===== config.mk =====
export PLATFORM = sky130hd
export DESIGN_NAME = mux2x1_rr_arbiter
export DESIGN_NICKNAME = d
export VERILOG_FILES = /design/src/rtl/mux2x1_rr_arbiter_pkg.sv /design/src/rtl/mux2x1_rr_arbiter_word.sv /design/src/rtl/mux2x1_rr_arbiter.sv
export VERILOG_INCLUDE_DIRS = /design/src /design/src/rtl
export SDC_FILE = /design/constraint.sdc
export NUM_CORES = 1
export LEC_CHECK = 0
export ABC_CLOCK_PERIOD_IN_PS = 1900
export BUFFER_PORTS_ARGS = -buffer_cell sky130_fd_sc_hd__clkbuf_2
export CAP_MARGIN = 10
export CORE_MARGIN = 2
export CORE_UTILIZATION = 44
export CTS_BUF_LIST = sky130_fd_sc_hd__clkbuf_4 sky130_fd_sc_hd__clkbuf_8 sky130_fd_sc_hd__clkbuf_16
export CTS_CLUSTER_DIAMETER = 150
export CTS_CLUSTER_SIZE = 16
export DETAILED_ROUTE_END_ITERATION = 12
export GPL_TIMING_DRIVEN = 0
export PLACE_DENSITY = 0.77
export SLEW_MARGIN = 20
export SYNTH_ARGS = -nofsm -noshare
export SYNTH_HDL_FRONTEND = slang
export SYNTH_SLANG_ARGS = --single-unit

===== constraint.sdc =====
create_clock -name clk -period 1.9 [get_ports clk]
set_input_delay 0.38 -clock clk [delete_from_list [all_inputs] [get_ports clk]]
set_output_delay 0.38 -clock clk [all_outputs]
set_load 0.01 [all_outputs]

===== src/rtl/mux2x1_arb_defs.vh =====
// rtl/mux2x1_arb_defs.vh - shared state encodings for the 2:1 round-robin arbiter
`ifndef MUX2X1_ARB_DEFS_VH
`define MUX2X1_ARB_DEFS_VH
`define MUX2X1_ARB_IDLE 2'd0
`define MUX2X1_ARB_GNT0 2'd1
`define MUX2X1_ARB_GNT1 2'd2
`endif


===== src/rtl/mux2x1_rr_arbiter_pkg.sv =====
// rtl/mux2x1_rr_arbiter_pkg.sv - state type and arbitration helper for mux2x1_rr_arbiter
package mux2x1_rr_arbiter_pkg;
`include "mux2x1_arb_defs.vh"

  typedef enum logic [1:0] {
    IDLE = `MUX2X1_ARB_IDLE,
    GNT0 = `MUX2X1_ARB_GNT0,
    GNT1 = `MUX2X1_ARB_GNT1
  } state_t;

  // Sole requester wins; on contention the preferred requester (ptr) wins.
  function automatic state_t arb_pick(input logic req0, input logic req1, input logic ptr);
    if (req0 && req1) return ptr ? GNT1 : GNT0;
    else if (req0)    return GNT0;
    else if (req1)    return GNT1;
    else              return IDLE;
  endfunction
endpackage


===== src/rtl/mux2x1_rr_arbiter_word.sv =====
// rtl/mux2x1_rr_arbiter_word.sv - combinational WIDTH-bit 2:1 word mux
module mux2x1_word #(
  parameter int WIDTH = 8
) (
  input  logic             s,
  input  logic [WIDTH-1:0] a0,
  input  logic [WIDTH-1:0] a1,
  output logic [WIDTH-1:0] y
);
  assign y = s ? a1 : a0;
endmodule


===== src/rtl/mux2x1_rr_arbiter.sv =====
// rtl/mux2x1_rr_arbiter.sv - two-requester round-robin arbiter feeding a registered 2:1 mux
// Optional MUX2X1_ARB_LOCK_EN adds lock0/lock1 to hold a grant across acks.
module mux2x1_rr_arbiter
  import mux2x1_rr_arbiter_pkg::*;
#(
  parameter int WIDTH = 8
) (
  input  logic             clk,
  input  logic             rst_n,
  input  logic             req0,
  input  logic             req1,
  input  logic [WIDTH-1:0] a0,
  input  logic [WIDTH-1:0] a1,
`ifdef MUX2X1_ARB_LOCK_EN
  input  logic             lock0,
  input  logic             lock1,
`endif
  output logic             gnt0,
  output logic             gnt1,
  output logic             ack0,
  output logic             ack1,
  output logic             s,
  output logic [WIDTH-1:0] y,
  output logic             y_valid,
  input  logic             y_ready
);

`ifndef MUX2X1_ARB_LOCK_EN
  logic lock0;
  logic lock1;
  assign lock0 = 1'b0;
  assign lock1 = 1'b0;
`endif

  state_t           state;
  state_t           state_next;
  logic             ptr;
  logic             s_last;
  logic             load;
  logic [WIDTH-1:0] y_mux;

  assign gnt0 = (state == GNT0);
  assign gnt1 = (state == GNT1);
  assign s    = (state == GNT1) || ((state == IDLE) && s_last);
  assign load = !y_valid || y_ready;
  assign ack0 = gnt0 && req0 && load;
  assign ack1 = gnt1 && req1 && load;

  mux2x1_word #(.WIDTH(WIDTH)) u_word (
    .s  (s),
    .a0 (a0),
    .a1 (a1),
    .y  (y_mux)
  );

  // Leaving a grant (withdraw or unlocked ack) prefers the other requester.
  always_comb begin
    state_next = state;
    case (state)
      IDLE: state_next = arb_pick(req0, req1, ptr);
      GNT0: if (!req0 || (ack0 && !lock0)) state_next = arb_pick(req0, req1, 1'b1);
      GNT1: if (!req1 || (ack1 && !lock1)) state_next = arb_pick(req0, req1, 1'b0);
      default: state_next = IDLE;
    endcase
  end

  always_ff @(posedge clk or negedge rst_n) begin
    if (!rst_n) begin
      state  <= IDLE;
      ptr    <= 1'b0;
      s_last <= 1'b0;
    end else begin
      state  <= state_next;
      s_last <= s;
      if (ack0 && !lock0)      ptr <= 1'b1;
      else if (ack1 && !lock1) ptr <= 1'b0;
    end
  end

  always_ff @(posedge clk or negedge rst_n) begin
    if (!rst_n) begin
      y       <= '0;
      y_valid <= 1'b0;
    end else if (ack0 || ack1) begin
      y       <= y_mux;
      y_valid <= 1'b1;
    end else if (y_ready) begin
      y_valid <= 1'b0;
    end
  end
endmodule


* Word-level counts from Yosys, hierarchy flattened *
Index checks and enable logic that the tools add are counted.

operators by class
  equal/unequal tests = 4
  muxes and demuxes = 14
  reductions and logical operators = 18

operators with widths
  operator              count
  $mux W2               8
  $mux W8               1
  $logic_and A1 B1 Y1   6
  $pmux W2 S3           1
  $logic_or A1 B1 Y1    5
  $mux W1               4
  $ne A2 B1 Y1 const B  2
  $reduce_bool A2 Y1    2
  $logic_not A1 Y1      3
  $eq A2 B1 Y1 const B  1
  $eq A2 B2 Y1 const B  1
  $logic_not A2 Y1      1
  $reduce_and A2 Y1     1

storage, ports and cells
  bits of input ports = 21
  register bits after elaboration = 13
  logic and storage cells = 41

* Logic depth before layout (Yosys ltp) *
Gate-level depths: netlist of run 1.

  depth after elaboration = 6
  mapped depth = 4
  gate-level depth less buffers = 3

* Hierarchy *
A second synthesis of run 1 with hierarchy kept.

second synthesis, totals
  cells, all modules = 62
  area total of the unflattened synthesis = 747.0 µm²

modules (own cells, without submodules)
  module             seq. area each (µm²)  area an instance (µm²)  instances  cells each
  mux2x1_rr_arbiter  325.3                 615.6                   1          53
  mux2x1_word        0.0                   131.4                   1          9

* Least setup slack after synthesis of run 1 *
OpenSTA, ideal clock, no wires.

  path type = flip-flop to flip-flop
  start point = reg state[1]
  end point = reg y[0]
  setup slack = 455 ps
  setup time = 125 ps
  period minus slack after synthesis = 1445 ps
  arrival time = 1320 ps
  stages on the path, launching flop included = 5
  path through = dfrtp_1 > buf_6 > o21bai_4 > mux2_2 > mux2_2

between the ends
  longest elaborated chain between the ends = 4
  elaborated cells on any way between the ends = 11
  those cells by class = eq/ne (2); mux (1); reduce/logical (8)

ends and longest elaborated chain
  element                                           line                                                                       source
  start, declared                                   mux2x1_rr_arbiter.sv:35                                                    state_t state;
  start signal, assigned                            mux2x1_rr_arbiter.sv:73                                                    state <= state_next;
  $logic_not A2 Y1, or another cell as far along    --
  $logic_and A1 B1 Y1 (on tied branches)            mux2x1_rr_arbiter.sv:44, mux2x1_rr_arbiter.sv:46, mux2x1_rr_arbiter.sv:47
  $logic_or A1 B1 Y1, or another cell as far along  mux2x1_rr_arbiter.sv:44                                                    assign s = (state == GNT1) || ((state == IDLE) && s_last);
  $mux W8 or $logic_or A1 B1 Y1 (tied branches)     mux2x1_rr_arbiter_word.sv:10, mux2x1_rr_arbiter.sv:84
  end signal, assigned                              mux2x1_rr_arbiter.sv:85                                                    y <= y_mux;
  end, declared                                     mux2x1_rr_arbiter.sv:23                                                    output logic [WIDTH-1:0] y,

Several ways; a longest one is shown, not always the timed one.
A chain may end at the register's enable or synchronous reset.

* Worst setup path in the final report of run 1 *
  start point = reg state[1]
  end point = out s

between the ends
  longest elaborated chain between the ends = 3
  elaborated cells on any way between the ends = 4
  those cells by class = eq/ne (1); reduce/logical (3)

ends and longest elaborated chain
  element               line                     source
  $logic_not A2 Y1      --
  $logic_and A1 B1 Y1   mux2x1_rr_arbiter.sv:44
  $logic_or A1 B1 Y1 *  mux2x1_rr_arbiter.sv:44
  end, declared         mux2x1_rr_arbiter.sv:22  output logic s,

Every way passes the cells marked *; elsewhere a longest branch is shown, timed or not.

==> results.md, run 1 <==
- Seq/Total Area, Yosys: 0.452
- Via count: between 500 and 600
- Pre-antenna DRT Iters: 5
- Initial antenna violation count: 0
- First-pass GRT wire length: approximately 2200 um
- DRC: 0
- Crit-path max cell delay: about 370 ps
- Final Hold Fails: 0
- Pin count of the biggest net entering global routing: 14
- Post-synthesis compound-gate area fraction: 0.141
- Commonest non-fill, non-tap cells in the layout: clkbuf_2, mux2_2, dfrtp_1
- Combinational share of power: 0.436
- Post-DP HPWL: 1090 um
- HP Class: primary input to register
- P_leak: a little over 0.5 nW
- DR vias/cell: approximately 5.2
- Status: complete, no violations
- Warnings, synthesis: 0
- Clk_skew: approximately 4.7 ps
- Core Util, Final: 0.623
- Die height: 44.4 um
- Worst path required time: 1520 ps
- Mapped Cells: 56
- Post-CTS Resized: 0
- Clk Latency, worst-skew pair: between 200 and 300 ps
- Initial Util: 0.472
- Critical Path AT: ~1300 ps
- Synth unique cells: 22
- Total Neg Setup Slack: 0 ps
- Sw Share: 0.331
- DR WL/cell: about 13 um
- Max-Cap Viols: 0
- Fraction of synthesized cell area in xor and xnor cells: 0
- Die width: between 40 and 50 um
- Clock Sink Count: 13
- # setup viols final: 0
- Most common cell after layout, fill and taps aside: clkbuf_2
- TritonCTS clock tree: yes
- Rel. slew slack: 0.790
- Worst R2R Setup Slack: around 330 ps
- Netlist Area Pre-Place: a little over 700 um2
- Core box area: 0.00152 mm2
- DRT Wirelength: approximately 1400 um
- Startpoint types: register
- Seq pwr share: 0.403
- Final Instance Count excl. Fillers: between 100 and 150
- H-Tree Depth: 1
- Clock root buffer: clkbuf_4
- Post-synthesis mux area share: 0.250
- Final Wtd Congestion: about 0.71
- Antenna-violating nets left: 0
- Ant diodes: 0
- Port Buffers: 34
- Syn Area/Cell: between 10 and 15 um2
- Site row count: 14
- Area delta synth->final: 32.0%
- RSZ-0062 raised after global routing: false
- Post-route minimum period: 1710 ps
- Worst-Margin Slew: 314 ps
- GRT overflow: 0
- Max IR drop VDD: 874 uV
- Syn_nets: slightly below 80
- Crit. End Element: output port
- Via count of the first global-routing pass: approximately 540
- Layout Nets: approximately 120
- Clock power share: 0.161
- Peak fanout along the critical path: 9
- Synth Register Bits: 13
- Clock-pin slew on the worst setup and hold paths: around 70 ps
- CP Class: register to output port
- Critical Path Slowest Stage Cell: dfrtp_1
- # IOs: 35
- Die area: between 0.0015 and 0.002 mm2
- Starting DRT DRC Count: 7
- Max Fclk: around 590 MHz
- Share of layout cells above drive strength 1: 0.642
- Net Switching: 0.369 mW
- Int Pwr: approximately 0.74 mW
- Synth Area in Simple Gates: 0.118
- Inserted Clock Buffers: 3
- Largest family of logic cells by synthesized area: multiplexers
- Cells after DPL: between 100 and 150
- Tcrit/Tclk final: 0.898
- Synth Area in Adders: 0
- PwrDens: approximately 1200 mW/mm2
- CTS max path bufs: 2
- Crit path cell chain: buf_6, o21bai_4, inv_1, clkbuf_2
- Gr usage total: 0.159
- Max-slew violation count: 0
[cells by family (layout without fill, tap and decap cells)]
group                  Yosys count  count (layout)
DFF                             13              13
muxes                           16              16
and+or+nand+nor                 11              11
AOI/OAI and AO/OA               11              11
buffers and inverters            5              44
[registers in the layout, indices dropped and copies added, names as in the netlist]
name	cells
y	8
s_last	1
y_valid	1
ptr	1
state	2
[per-layer routing]
layer	share of wire	track usage	wire length, um	up-vias
li1	-	-	-	282
met1	0.42	0.184	601	282
met2	0.52	0.276	737	15
met3	0.048	0.0612	68	2
met4	0.0078	0.0364	11	0
met5	0	0	0	-
[stage by stage]
stage               power (mW)  area (um2)  hold slack, ps  setup WS (ps)
finish                    1.11         950             396            193
global route              1.18         950             398            130
CTS                       1.12         950             390            179
detailed placement       0.944         910             287            329
global placement         0.929         910             290            360
floorplan                0.764         719            84.4            455
[worst max-delay path: cells and delay by family (launching register included)]
family                 cells  cell delay [ps]
AOI/OAI and AO/OA          1              290
buffers and inverters      3              380
DFF                        1              370
[path summary, 6_finish.rpt]
check,startpoint,end,cells past startpoint
max reg2reg,state[1],y[5],4
min,req0,state[1],2
min reg2reg,y[1],y[1],1
max,state[1],s,4
max in group asynchronous,rst_n,state[0],2
min in group asynchronous,rst_n,state[1],2
[timing repair]
item / 4_1_cts / 5_1_grt
buffers inserted: 0 / 0
hold buffers: 1 / 0
hold endpoints to repair: 13 / 0
[synth_stat cells]
| cell | n | share of area |
|---|---|---|
| a21o_1 | 2 | 0.021 |
| a21oi_1 | 1 | 0.0069 |
| a21oi_4 | 1 | 0.023 |
| a221oi_1 | 1 | 0.012 |
| a22oi_1 | 1 | 0.010 |
| a31oi_1 | 1 | 0.0087 |
| and2b_1 | 1 | 0.010 |
| buf_2 | 1 | 0.0069 |
| buf_6 | 1 | 0.016 |
| dfrtp_1 | 13 | 0.45 |
| inv_1 | 3 | 0.016 |
| mux2_2 | 16 | 0.25 |
| nand2b_1 | 1 | 0.0087 |
| nand3_1 | 1 | 0.0069 |
| nand3b_4 | 2 | 0.056 |
| nor2_1 | 4 | 0.021 |
| nor2b_1 | 1 | 0.0087 |
| nor3_1 | 1 | 0.0069 |
| o21ai_0 | 1 | 0.0069 |
| o21bai_4 | 1 | 0.026 |
| o221a_2 | 1 | 0.016 |
| o31ai_1 | 1 | 0.010 |
[cell type report]
type	instances	area, um2
fillers	125	574
multi-input cells	38	367
flip-flops and latches	13	325
repair buffers	35	180
clock buffers	4	30.0
well taps	16	20.0
plain buffers	2	16.3
inverters	3	11.3
[power by group through the flow]
stage / Combinational [mW] / Sequential (mW) / Clock [mW]
2_1_floorplan: 0.267 / 0.497 / 0
3_3_place_gp: 0.478 / 0.451 / 0
3_5_place_dp: 0.489 / 0.455 / 0
6_report: 0.485 / 0.448 / 0.179
4_1_cts: 0.492 / 0.450 / 0.183
5_1_grt: 0.525 / 0.462 / 0.195
Power figures use the tool's default switching activity.
==> inputs of run 2 (changes only) <==
Settings changed: PLACE_DENSITY 0.77 to 0.76, SYNTH_HIERARCHICAL from default to 1.
==> results.md, run 2 <==
- CP delay by family, top: buffers and inverters
- Clock Sink Count: 13
- Final Hold Fails: 0
- Status: complete, no violations
- Layout Nets: between 100 and 150
- Post-CTS Resized: 0
- Post-DP HPWL: around 1100 um
- Gr usage total: 0.161
- # setup viols final: 0
- DR WL/cell: approximately 13 um
- Worst R2R Setup Slack: 240 ps
- Worst-Margin Slew: roughly 360 ps
- Post-route cell area: 977 um2
- Worst slack, placed: 263 ps
- Fraction of registers with async set/reset: 1.00
- Yosys top cell by area: dfrtp_1
- Pin count of the biggest net entering global routing: 14
- Initial Util: 0.485
- Syn Area/Cell: 12.0 um2
- Die width: 45.2 um
- First-pass GRT wire length: 2400 um
- Commonest non-fill, non-tap cells in the layout: clkbuf_2, dfrtp_1, mux2_2, mux2_4, nor2_1
- Max FFs per register: 8
- Biggest regs: y x8, state x2
- Synth Register Bits: 13
- Core Util, Final: 0.634
- Clock-pin slew on the worst setup and hold paths: ~80 ps
- Post-DP Area: ~940 um2
- Netlist Area Pre-Place: 747 um2
- Critical Path Slowest Stage Cell: dfrtp_1
- Inserted Clock Buffers: 3
- Final setup margin: between 200 and 250 ps
- P_leak: 0.524 nW
- Max IR drop VDD: 827 uV
- DRC: 0
- Share of layout cells above drive strength 1: 0.594
- Via count: 630
- Mapped Cells: between 60 and 70
- Most common cell after layout, fill and taps aside: clkbuf_2
- Via count of the first global-routing pass: between 500 and 600
- Final Wtd Congestion: 0.785
- Area delta synth->final: 30.8%
- Crit. End Element: output port
- Synth unique cells: 21
- Initial antenna violation count: 0
- Max Fclk: slightly below 600 MHz
- Rel. slew slack: 0.758
- Post-route minimum period: 1680 ps
- Worst path required time: 1520 ps
- Most frequent cell after synthesis: dfrtp_1
- RSZ-0062 raised after global routing: false
- GRT overflow: 0
- Tcrit/Tclk final: 0.885
- CP Class: register to output port
- Max-Cap Viols: 0
- Pre-antenna DRT Iters: 4
- Syn_nets: between 80 and 90
- # IOs: 35
- Max-slew violation count: 0
- Warnings, synthesis: 6
- TritonCTS clock tree: yes
- Die area: 0.00204 mm2
- Seq/Total Area, Yosys: 0.436
- Die height: 45.2 um
- Top post-synthesis cells by area: dfrtp_1, mux2_4, mux2_2
- CTS max path bufs: 2
- Biggest register: y
- Clk_skew: 1.64 ps
- Worst path bufs/invs: 2
- Core box area: about 0.0015 mm2
- Crit path cell chain: nor2b_1, clkbuf_1, nor2_1, clkbuf_2
- Most used flip-flop cell after synthesis: dfrtp_1
- Startpoint types: register
- Port Buffers: 34
- Peak fanout along the critical path: 7
- Critical Path AT: 1300 ps
- Antenna-violating nets left: 0
- Site row count: 14
- DR vias/cell: 5.38
- HP Class: primary input to register
- Total Neg Setup Slack: 0 ps
- H-Tree Depth: 1
- Clock root buffer: clkbuf_4
- Share of the synthesized area in the top cell type: 0.436
- Clk Latency, worst-skew pair: about 270 ps
- Starting DRT DRC Count: 4
- Min Hold Slack: approximately 390 ps
- DRT Wirelength: about 1500 um
- PwrDens: roughly 1300 mW/mm2
- Ant diodes: 0
- Crit-path max cell delay: 360 ps
- Post-synth top cells: dfrtp_1, mux2_2, mux2_4
- Number of flops mapped to enable cells by yosys: 0
## run 2: cell count changes after synthesis, sizes merged, moves of 2 or more
| cell | change |
|---|---|
| o21ai | +2 |
| a21o | -2 |
| nand2 | +4 |
| o211ai | +2 |
| nor2 | +3 |
## run 2: final timing paths
check	from	endpoint	depth (start not counted)
max	y_valid	ack1	4
min	req1	state[0]	2
max reg2reg	state[1]	y[4]	6
min reg2reg	y[6]	y[6]	1
max in group asynchronous	rst_n	y[6]	2
min in group asynchronous	rst_n	state[0]	2
## run 2: cell families after synthesis
| kind of cell | count (synthesis) | share of synthesized area |
|---|---|---|
| multiplexers | 16 | 0.281 |
| buffers and inverters | 6 | 0.0469 |
| AO/OA/AOI/OAI | 10 | 0.0955 |
| AND/OR/NAND/NOR | 17 | 0.141 |
| flip-flops | 13 | 0.436 |
## run 2: per-layer routing
metal	GRT usage	wire length [um]	up-vias
li1	-	-	297
met1	0.230	641	295
met5	0	0	-
met4	0.0529	5	0
met2	0.237	661	36
met3	0.0440	161	2
## run 2: power by group
part / switching, mW / total [mW] / internal [mW]
Sequential: 0.0599 / 0.459 / 0.399
Clock: 0.0907 / 0.186 / 0.0956
Combinational: 0.288 / 0.621 / 0.333
Total: 0.438 / 1.27 / 0.828
## run 2: layout make-up
class / instances / area [um2]
plain buffers: 4 / 27.5
inverters: 2 / 7.51
flip-flops and latches: 13 / 325
multi-input cells: 43 / 387
clock buffers: 4 / 30.0
well taps: 16 / 20.0
repair buffers: 35 / 180
fillers: 137 / 564
## run 2: per-stage QoR
stage / power [mW] / instances
floorplan: 0.886 / 62
global placement: 1.07 / 112
detailed placement: 1.09 / 112
CTS: 1.27 / 116
global route: 1.36 / 117
finish: 1.27 / 117
## run 2: worst register-to-register path, stage by stage, from the launching register on
cell	delay (ps)
dfrtp_1	320
buf_2	210
nor2_1	70
nor2_1	180
buf_6	190
mux2_4	310
mux2_2	260
## run 2: repair_timing
item	CTS	global route
setup buffers	0	0
hold buffers	0	1
endpoints found under the setup margin	0	0
endpoints found under the hold margin	0	11
